<file path="src/rtl/sar_result_fifo.sv">
// -----------------------------------------------------------------------------
// sar_result_fifo
//
// Downstream consumer of the SAR conversion logic. Each rising edge of eoc
// captures one DW-bit conversion code. Codes are optionally averaged in groups
// of 2**AVG_LOG2 (floor of the mean), and the resulting words are buffered in
// a first-word-fall-through FIFO drained through a valid/ready stream.
//
// Parameters
//   DW        code width
//   DEPTH     FIFO entries (power of 2, >= 2)
//   AVG_LOG2  log2 of samples averaged per output word (0 = pass-through)
//
// Ports
//   clk          in   system clock (shared with the SAR logic)
//   rst          in   synchronous, active-high reset
//   eoc          in   end-of-conversion; a rising edge captures sar
//   sar          in   conversion code
//   flush        in   synchronous clear of FIFO, accumulator and sample count
//   out_ready    in   downstream accepts out_data this cycle
//   clr_ovf      in   clear the sticky overflow flag
//   out_data     out  head-of-FIFO word, meaningful while out_valid
//   out_valid    out  FIFO holds at least one word
//   fifo_count   out  words held, 0..DEPTH
//   almost_full  out  fifo_count >= DEPTH-1
//   overflow     out  sticky: a finished word was dropped on a full FIFO
// -----------------------------------------------------------------------------
module sar_result_fifo #(
    parameter int DW       = 8,
    parameter int DEPTH    = 8,
    parameter int AVG_LOG2 = 2
) (
    input  logic                     clk,
    input  logic                     rst,
    input  logic                     eoc,
    input  logic [DW-1:0]            sar,
    input  logic                     flush,
    input  logic                     out_ready,
    input  logic                     clr_ovf,
    output logic [DW-1:0]            out_data,
    output logic                     out_valid,
    output logic [$clog2(DEPTH):0]   fifo_count,
    output logic                     almost_full,
    output logic                     overflow
);

    localparam int PTR_W  = $clog2(DEPTH);
    localparam int CNT_W  = PTR_W + 1;
    localparam int ACC_W  = DW + AVG_LOG2;
    localparam int SCNT_W = (AVG_LOG2 > 0) ? AVG_LOG2 : 1;

    // Value of the sample counter when the current sample completes a group.
    // With AVG_LOG2 = 0 this is 0, so every capture completes a group.
    localparam logic [SCNT_W-1:0] SCNT_LAST = SCNT_W'((1 << AVG_LOG2) - 1);

    localparam logic [CNT_W-1:0] CNT_FULL   = CNT_W'(DEPTH);
    localparam logic [CNT_W-1:0] CNT_ALMOST = CNT_W'(DEPTH - 1);

    logic                eoc_q;
    logic                cap;
    logic [ACC_W-1:0]    acc;
    logic [ACC_W-1:0]    acc_sum;
    logic [SCNT_W-1:0]   scnt;
    logic                push;
    logic [DW-1:0]       push_word;
    logic                pop;
    logic                full;
    logic                wr_en;
    logic                drop;

    logic [DW-1:0]       mem [DEPTH];
    logic [PTR_W-1:0]    wr_ptr;
    logic [PTR_W-1:0]    rd_ptr;

    // -------------------------------------------------------------------------
    // Datapath control
    // -------------------------------------------------------------------------
    // NOTE: every signal driven here is assigned on every path through the
    // block, so no latch can be inferred.
    always_comb begin
        cap       = eoc & ~eoc_q;
        acc_sum   = acc + ACC_W'(sar);
        // A capture during flush is discarded, so it can never produce a push.
        push      = cap & (scnt == SCNT_LAST) & ~flush;
        // Floor of the mean: the sum of 2**AVG_LOG2 codes always fits ACC_W.
        push_word = DW'(acc_sum >> AVG_LOG2);
        full      = (fifo_count == CNT_FULL);
        pop       = out_valid & out_ready;
        // A full FIFO still accepts a word when the head leaves the same cycle.
        wr_en     = push & (~full | pop);
        drop      = push & full & ~pop;
    end

    // -------------------------------------------------------------------------
    // Edge detector on eoc; flush deliberately leaves it alone so an eoc held
    // high across a flush is not recaptured afterwards.
    // -------------------------------------------------------------------------
    // NOTE: state registers use non-blocking assignments so every flop samples
    // the pre-edge values, independent of block evaluation order.
    always_ff @(posedge clk) begin
        if (rst) begin
            eoc_q <= 1'b0;
        end else begin
            eoc_q <= eoc;
        end
    end

    // -------------------------------------------------------------------------
    // Accumulator, sample counter, pointers and occupancy
    // -------------------------------------------------------------------------
    always_ff @(posedge clk) begin
        if (rst || flush) begin
            acc        <= '0;
            scnt       <= '0;
            wr_ptr     <= '0;
            rd_ptr     <= '0;
            fifo_count <= '0;
        end else begin
            if (cap) begin
                if (scnt == SCNT_LAST) begin
                    acc  <= '0;
                    scnt <= '0;
                end else begin
                    acc  <= acc_sum;
                    scnt <= scnt + 1'b1;
                end
            end

            // DEPTH is a power of two, so the pointers wrap naturally.
            if (wr_en) begin
                wr_ptr <= wr_ptr + 1'b1;
            end
            if (pop) begin
                rd_ptr <= rd_ptr + 1'b1;
            end

            case ({wr_en, pop})
                2'b10:   fifo_count <= fifo_count + 1'b1;
                2'b01:   fifo_count <= fifo_count - 1'b1;
                default: fifo_count <= fifo_count;
            endcase
        end
    end

    // -------------------------------------------------------------------------
    // Sticky overflow: a drop in the same cycle as clr_ovf keeps the flag set.
    // Flush does not touch it.
    // -------------------------------------------------------------------------
    always_ff @(posedge clk) begin
        if (rst) begin
            overflow <= 1'b0;
        end else if (drop) begin
            overflow <= 1'b1;
        end else if (clr_ovf) begin
            overflow <= 1'b0;
        end
    end

    // -------------------------------------------------------------------------
    // Storage
    // -------------------------------------------------------------------------
    // NOTE: the storage array has no reset; an entry is only ever read after it
    // has been written, and leaving it unreset lets it map onto plain RAM.
    always_ff @(posedge clk) begin
        if (wr_en) begin
            mem[wr_ptr] <= push_word;
        end
    end

    // -------------------------------------------------------------------------
    // Outputs: first-word-fall-through head, no same-cycle bypass.
    // -------------------------------------------------------------------------
    assign out_data    = mem[rd_ptr];
    assign out_valid   = (fifo_count != '0);
    assign almost_full = (fifo_count >= CNT_ALMOST);

endmodule

</file>
<file path="config.mk">
export PLATFORM = sky130hd
export DESIGN_NAME = sar_result_fifo
export DESIGN_NICKNAME = d
export VERILOG_FILES = /design/src/rtl/sar_result_fifo.sv
export SDC_FILE = /design/constraint.sdc
export NUM_CORES = 1
export LEC_CHECK = 0
export CORE_MARGIN = 3
export CORE_UTILIZATION = 35
export DETAILED_ROUTE_END_ITERATION = 10
export GPL_TIMING_DRIVEN = 0
export PLACE_DENSITY = 0.51
export SLEW_MARGIN = 20
export SYNTH_ARGS = -nofsm -noshare
export SYNTH_HDL_FRONTEND = slang
export SYNTH_SLANG_ARGS = --single-unit
</file>
<file path="constraint.sdc">
create_clock -name clk -period 2.1 [get_ports clk]
set_input_delay 0.42 -clock clk [delete_from_list [all_inputs] [get_ports clk]]
set_output_delay 0.42 -clock clk [all_outputs]
set_load 0.02 [all_outputs]
</file>
Word level (Yosys, flattened, before mapping)
Memory sizes are Yosys's and may differ from the RTL's. A register that Yosys moved wholly into a read port is not among the register bits.
Cells that the tools add are included.
- bits in registers: 24
- output and inout port bits: 15
- memories: 1
- logic and storage cells: 44
- input port bits: 14
- bits in writable memories: 64
- equal/unequal tests: 4
- add/subtract/negate cells: 6
- bitwise operators: 12
- magnitude comparators: 1
- muxes and demuxes: 9
- reduce and logical (&&, ||, !) cells: 4
- memory list (name ; words ; bits a word ; rd ports ; clocked after memory_dff ; write ports ; line ; source):
    mem ; 8 ; 8 ; 1 ; 1 ; 1 ; 71 ; logic [DW-1:0] mem [DEPTH];
- operators by type and width (kind ; count):
    adder 10 x 8 -> 10 bit ; 1
    two-way mux 10 bit ; 1
    one-hot mux 4 bit (2 select lines) ; 1
    AND 1 bit ; 7
    adder 3 x 1 -> 3 bit (second input constant) ; 2
    two-way mux 3 bit ; 2
    adder 4 x 1 -> 4 bit (second input constant) ; 1
    equality test 2 bit (second input constant) ; 2
    equality test 4 bit (second input constant) ; 1
    >= comparator 4 x 3 -> 1 bit (second input constant) ; 1
    two-way mux 1 bit ; 4
    NOT 1 bit ; 4
    nonzero test 2 bit ; 2
    nonzero test 4 bit ; 1
    subtractor 4 x 1 -> 4 bit (second input constant) ; 1
    adder 2 x 1 -> 2 bit (second input constant) ; 1
    equality test 2 x 1 -> 1 bit (second input constant) ; 1
    two-way mux 2 bit ; 1
    logical OR 1 bit ; 1
    bitwise OR 1 bit ; 1

Depth between registers and ports, before layout
- word-level depth: 7
- mapped depth: 8
- depth with buffers taken out: 8

Worst setup path after synthesis
Ideal clock, no wire load.
- path kind: flip-flop to flip-flop
- from: reg scnt[0]
- to: mem mem[4][0] (enable)
- arrival time: 1.869 ns
- clock period less this slack: 2.252 ns
- setup time: 0.383 ns
- data required time: 1.717 ns
- slack: -0.152 ns
- cell stages (with the launch flop): 6
- cells stage by stage: dfxtp_1 ha_1 and4bb_2 o21ai_4 or2_2 nor3_1
- longest elaborated chain between the ends: 6
- ends and longest elaborated chain (element ; line ; source):
    from (decl) ; 63 ; logic [SCNT_W-1:0] scnt;
    from (signal assigned) ; 125 ; scnt <= scnt + 1'b1;
    equality test 2 bit ; 84 ; push = cap & (scnt == SCNT_LAST) & ~flush;
    AND 1 bit (2 in a row) ; 84 ;
    AND 1 bit ; 90 ; wr_en = push & (~full | pop);
    two-way mux 1 bit ; 165 ; if (wr_en) begin
    two-way mux 1 bit (implied by the code) ; 166 ; mem[wr_ptr] <= push_word;
    to (decl) ; 71 ;
No other way between the ends.

==> run metrics <==
Routed WL 8870 µm; die area 13100 µm²; Worst Tran Pin Value 0.680 ns; worst vdd ir 0.458 mV; cell chain of the critical path buf_6 -> buf_12 -> mux4_2 -> mux2_4 -> buf_6; Inserted Diodes 0; status finished with violations; most frequent cell after synthesis edfxtp_1; Clk Latency, worst-skew pair approximately 0.34 ns; Synth area leader edfxtp_1; Multi-input gate area 1870 µm²; Syn Std Cell Area 4120 µm²; Fmax 440 MHz; CTS Buf Count 9; # setup viols final 8; most frequent CP cell buf_6; sequential share of the synthesized area 59.7%; Seq cells post-synth 91; Final Util 47.2%; max cap viols 0; clock-pin transition on the worst setup and hold timing paths 0.06 ns; Max stage delay cell, worst path mux4_2; Final Instance Area between 5000 and 6000 µm²; I/O Buffers 28; NumNets Final 368; minimum clock period 2.27 ns; r2r setup slk 0.10 ns; fraction of the cycle the final worst path needs 108%; Post-synth EDFFs 64; top cell type's share of synthesized area between 40% and 50%; synth warn 0; core area 11500 µm²; final setup TNS -1.28 ns; H-tree Lvls 3; clk_skew 0.00734 ns; largest net degree at the start of global routing 16; Max Slew Vio Count 0; Most used DFF post-synth edfxtp_1; Vias 2560; routed vias/inst ~5.2; global-route wire length before repair 14300 µm; Area growth, synth to finish 31.1%; Hold Crit Class primary input to flop; crit path kind flop to output pin; vias in the first global route 2570; clock root buffer clkbuf_16; initial antenna violation count 0; Setup crit start kind flop; final cell count without fillers 489; CP endpoint kind output pin; Initial Utilization a little over a third; # DRC 0; post-route ant nets 0; Data required, critical path 1.68 ns; Max Root-Sink Buffers 2; P_leak 1.85 nW; Post-DP HPWL about 6000 µm; Synth top cells by count edfxtp_1, dfxtp_1, nor2_1; die height 115 µm; Routed wire per std cell roughly 18 µm; io pins 29; Worst Path Arrival 1.85 ns; Die X-Extent 115 µm; crit-path max cell delay 0.50 ns; Initial DRT Pass Iterations 4; pwr dens 675 nW/µm²; routability congestion estimate from global placement 0.829; Mapped Cells 286; gr usage total between 10 and 15%; Final Hold Fails 0; row count 39; post-placement cell area between 4000 and 5000 µm²; post-synth cell types slightly below 60; worst hold slack 0.429 ns; Final WS setup -0.171 ns; Max FO, Critical Path 6; largest cells by area after synthesis edfxtp_1, dfxtp_1, mux4_2, ha_1, mux2_2; # fillers 1009; TritonCTS clock tree yes; share of cells above drive strength 1 a little over a third; failing checks setup timing; syn avg cell area between 10 and 15 µm²; max_slew headroom 54.7%; DP Cell Count 460; initial drt markers 108; Post-synth ARST share 0%; Reg area 2470 µm²; CTS Sinks 91; setup repair after global routing missed its margin yes; Net Count, Synth between 300 and 400; grt ovf 0
## cells in the final DEF, fill, tap and decap left out, drive strengths merged, types with 3 or more instances in the layout
| master | n |
|---|---|
| a211o | 3 |
| a211oi | 5 |
| a21o | 4 |
| a21oi | 7 |
| buf | 34 |
| clkbuf | 14 |
| clkdlybuf4s50 | 16 |
| clkinv | 3 |
| dfxtp | 27 |
| edfxtp | 64 |
| ha | 12 |
| inv | 7 |
| mux2 | 8 |
| mux2i | 4 |
| mux4 | 16 |
| nand2 | 9 |
| nand2b | 5 |
| nor2 | 23 |
| nor2b | 3 |
| nor3 | 10 |
| nor3b | 3 |
| nor4 | 4 |
| o211ai | 5 |
| o21ai | 7 |
| or2 | 4 |
| xnor2 | 6 |
| xor2 | 5 |
## cell families (layout without fill, tap and decap cells)
group	count (synthesis)	after routing	synth area share, %
mux	28	28	11.9
fa+ha+maj	13	13	4.13
xor+xnor	11	11	2.34
buf+inv	19	79	2.24
compound gates	49	49	9.86
simple gates	75	75	9.83
flops	91	91	59.7
## area by class of cell
type	instances	area share [%]
Buffer	12	1.64
Clock inverter	6	0.717
Inverter	5	0.347
Timing Repair Buffer	46	9.63
Clock buffer	10	4.23
Multi-Input combinational cell	176	34.5
Sequential cell	91	45.6
Tap cell	143	3.31
## registers in the layout, summed over array words and instances, names as in the netlist, named ones only
name        flops
mem            64
acc            10
fifo_count      4
rd_ptr          3
wr_ptr          3
scnt            2
eoc_q           1
overflow        1
## repair_timing
action	in CTS	in global routing
hold endpoints to repair	0	0
cloned	1	0
pin swaps	11	9
hold buffers	0	0
setup buffers	11	3
setup endpoints to repair	108	84
resized for setup	91	23
## metrics by stage
| stage | total power [W] | worst slack [ns] |
|---|---|---|
| 2_1_floorplan | 0.00210 | 0.0277 |
| 3_3_place_gp | 0.00217 | -1.02 |
| 5_1_grt | 0.00380 | -0.220 |
| 3_5_place_dp | 0.00217 | -0.867 |
| 4_1_cts | 0.00368 | -0.191 |
| 6_report | 0.00365 | -0.171 |
## per-layer routing
metal / track usage [%] / vias up / wire length, µm
met2: 23.3 / 38 / 4230
met4: 4.04 / 0 / 108
met5: 0 / - / 0
li1: - / 1237 / -
met3: 4.07 / 8 / 286
met1: 19.5 / 1277 / 4250
## worst max-delay path, delay by kind of cell, from the launching register on
kind | cells | cell delay [ns]
DFF | 1 | 0.32
muxes | 2 | 0.79
buffers and inverters | 3 | 0.40
## path summary, 6_finish.rpt
check | start | end | cells after the start
hold reg to reg | scnt[1]$_SDFFE_PP0N_ | scnt[1]$_SDFFE_PP0N_ | 2
hold / removal | eoc | eoc_q$_SDFF_PP0_ | 2
setup / recovery | flop | out_data[2] | 5
setup reg to reg | fifo_count[0]$_SDFFE_PP0P_ | mem[4][0]$_DFFE_PP_ | 6
## power by group
part / internal, W / total [W] / switching [W]
Sequential: 0.00194 / 0.00195 / 0.00000636
Combinational: 0.0000956 / 0.000227 / 0.000131
Clock: 0.000802 / 0.00147 / 0.000672
No activity file was read; power rests on OpenSTA's default activity.
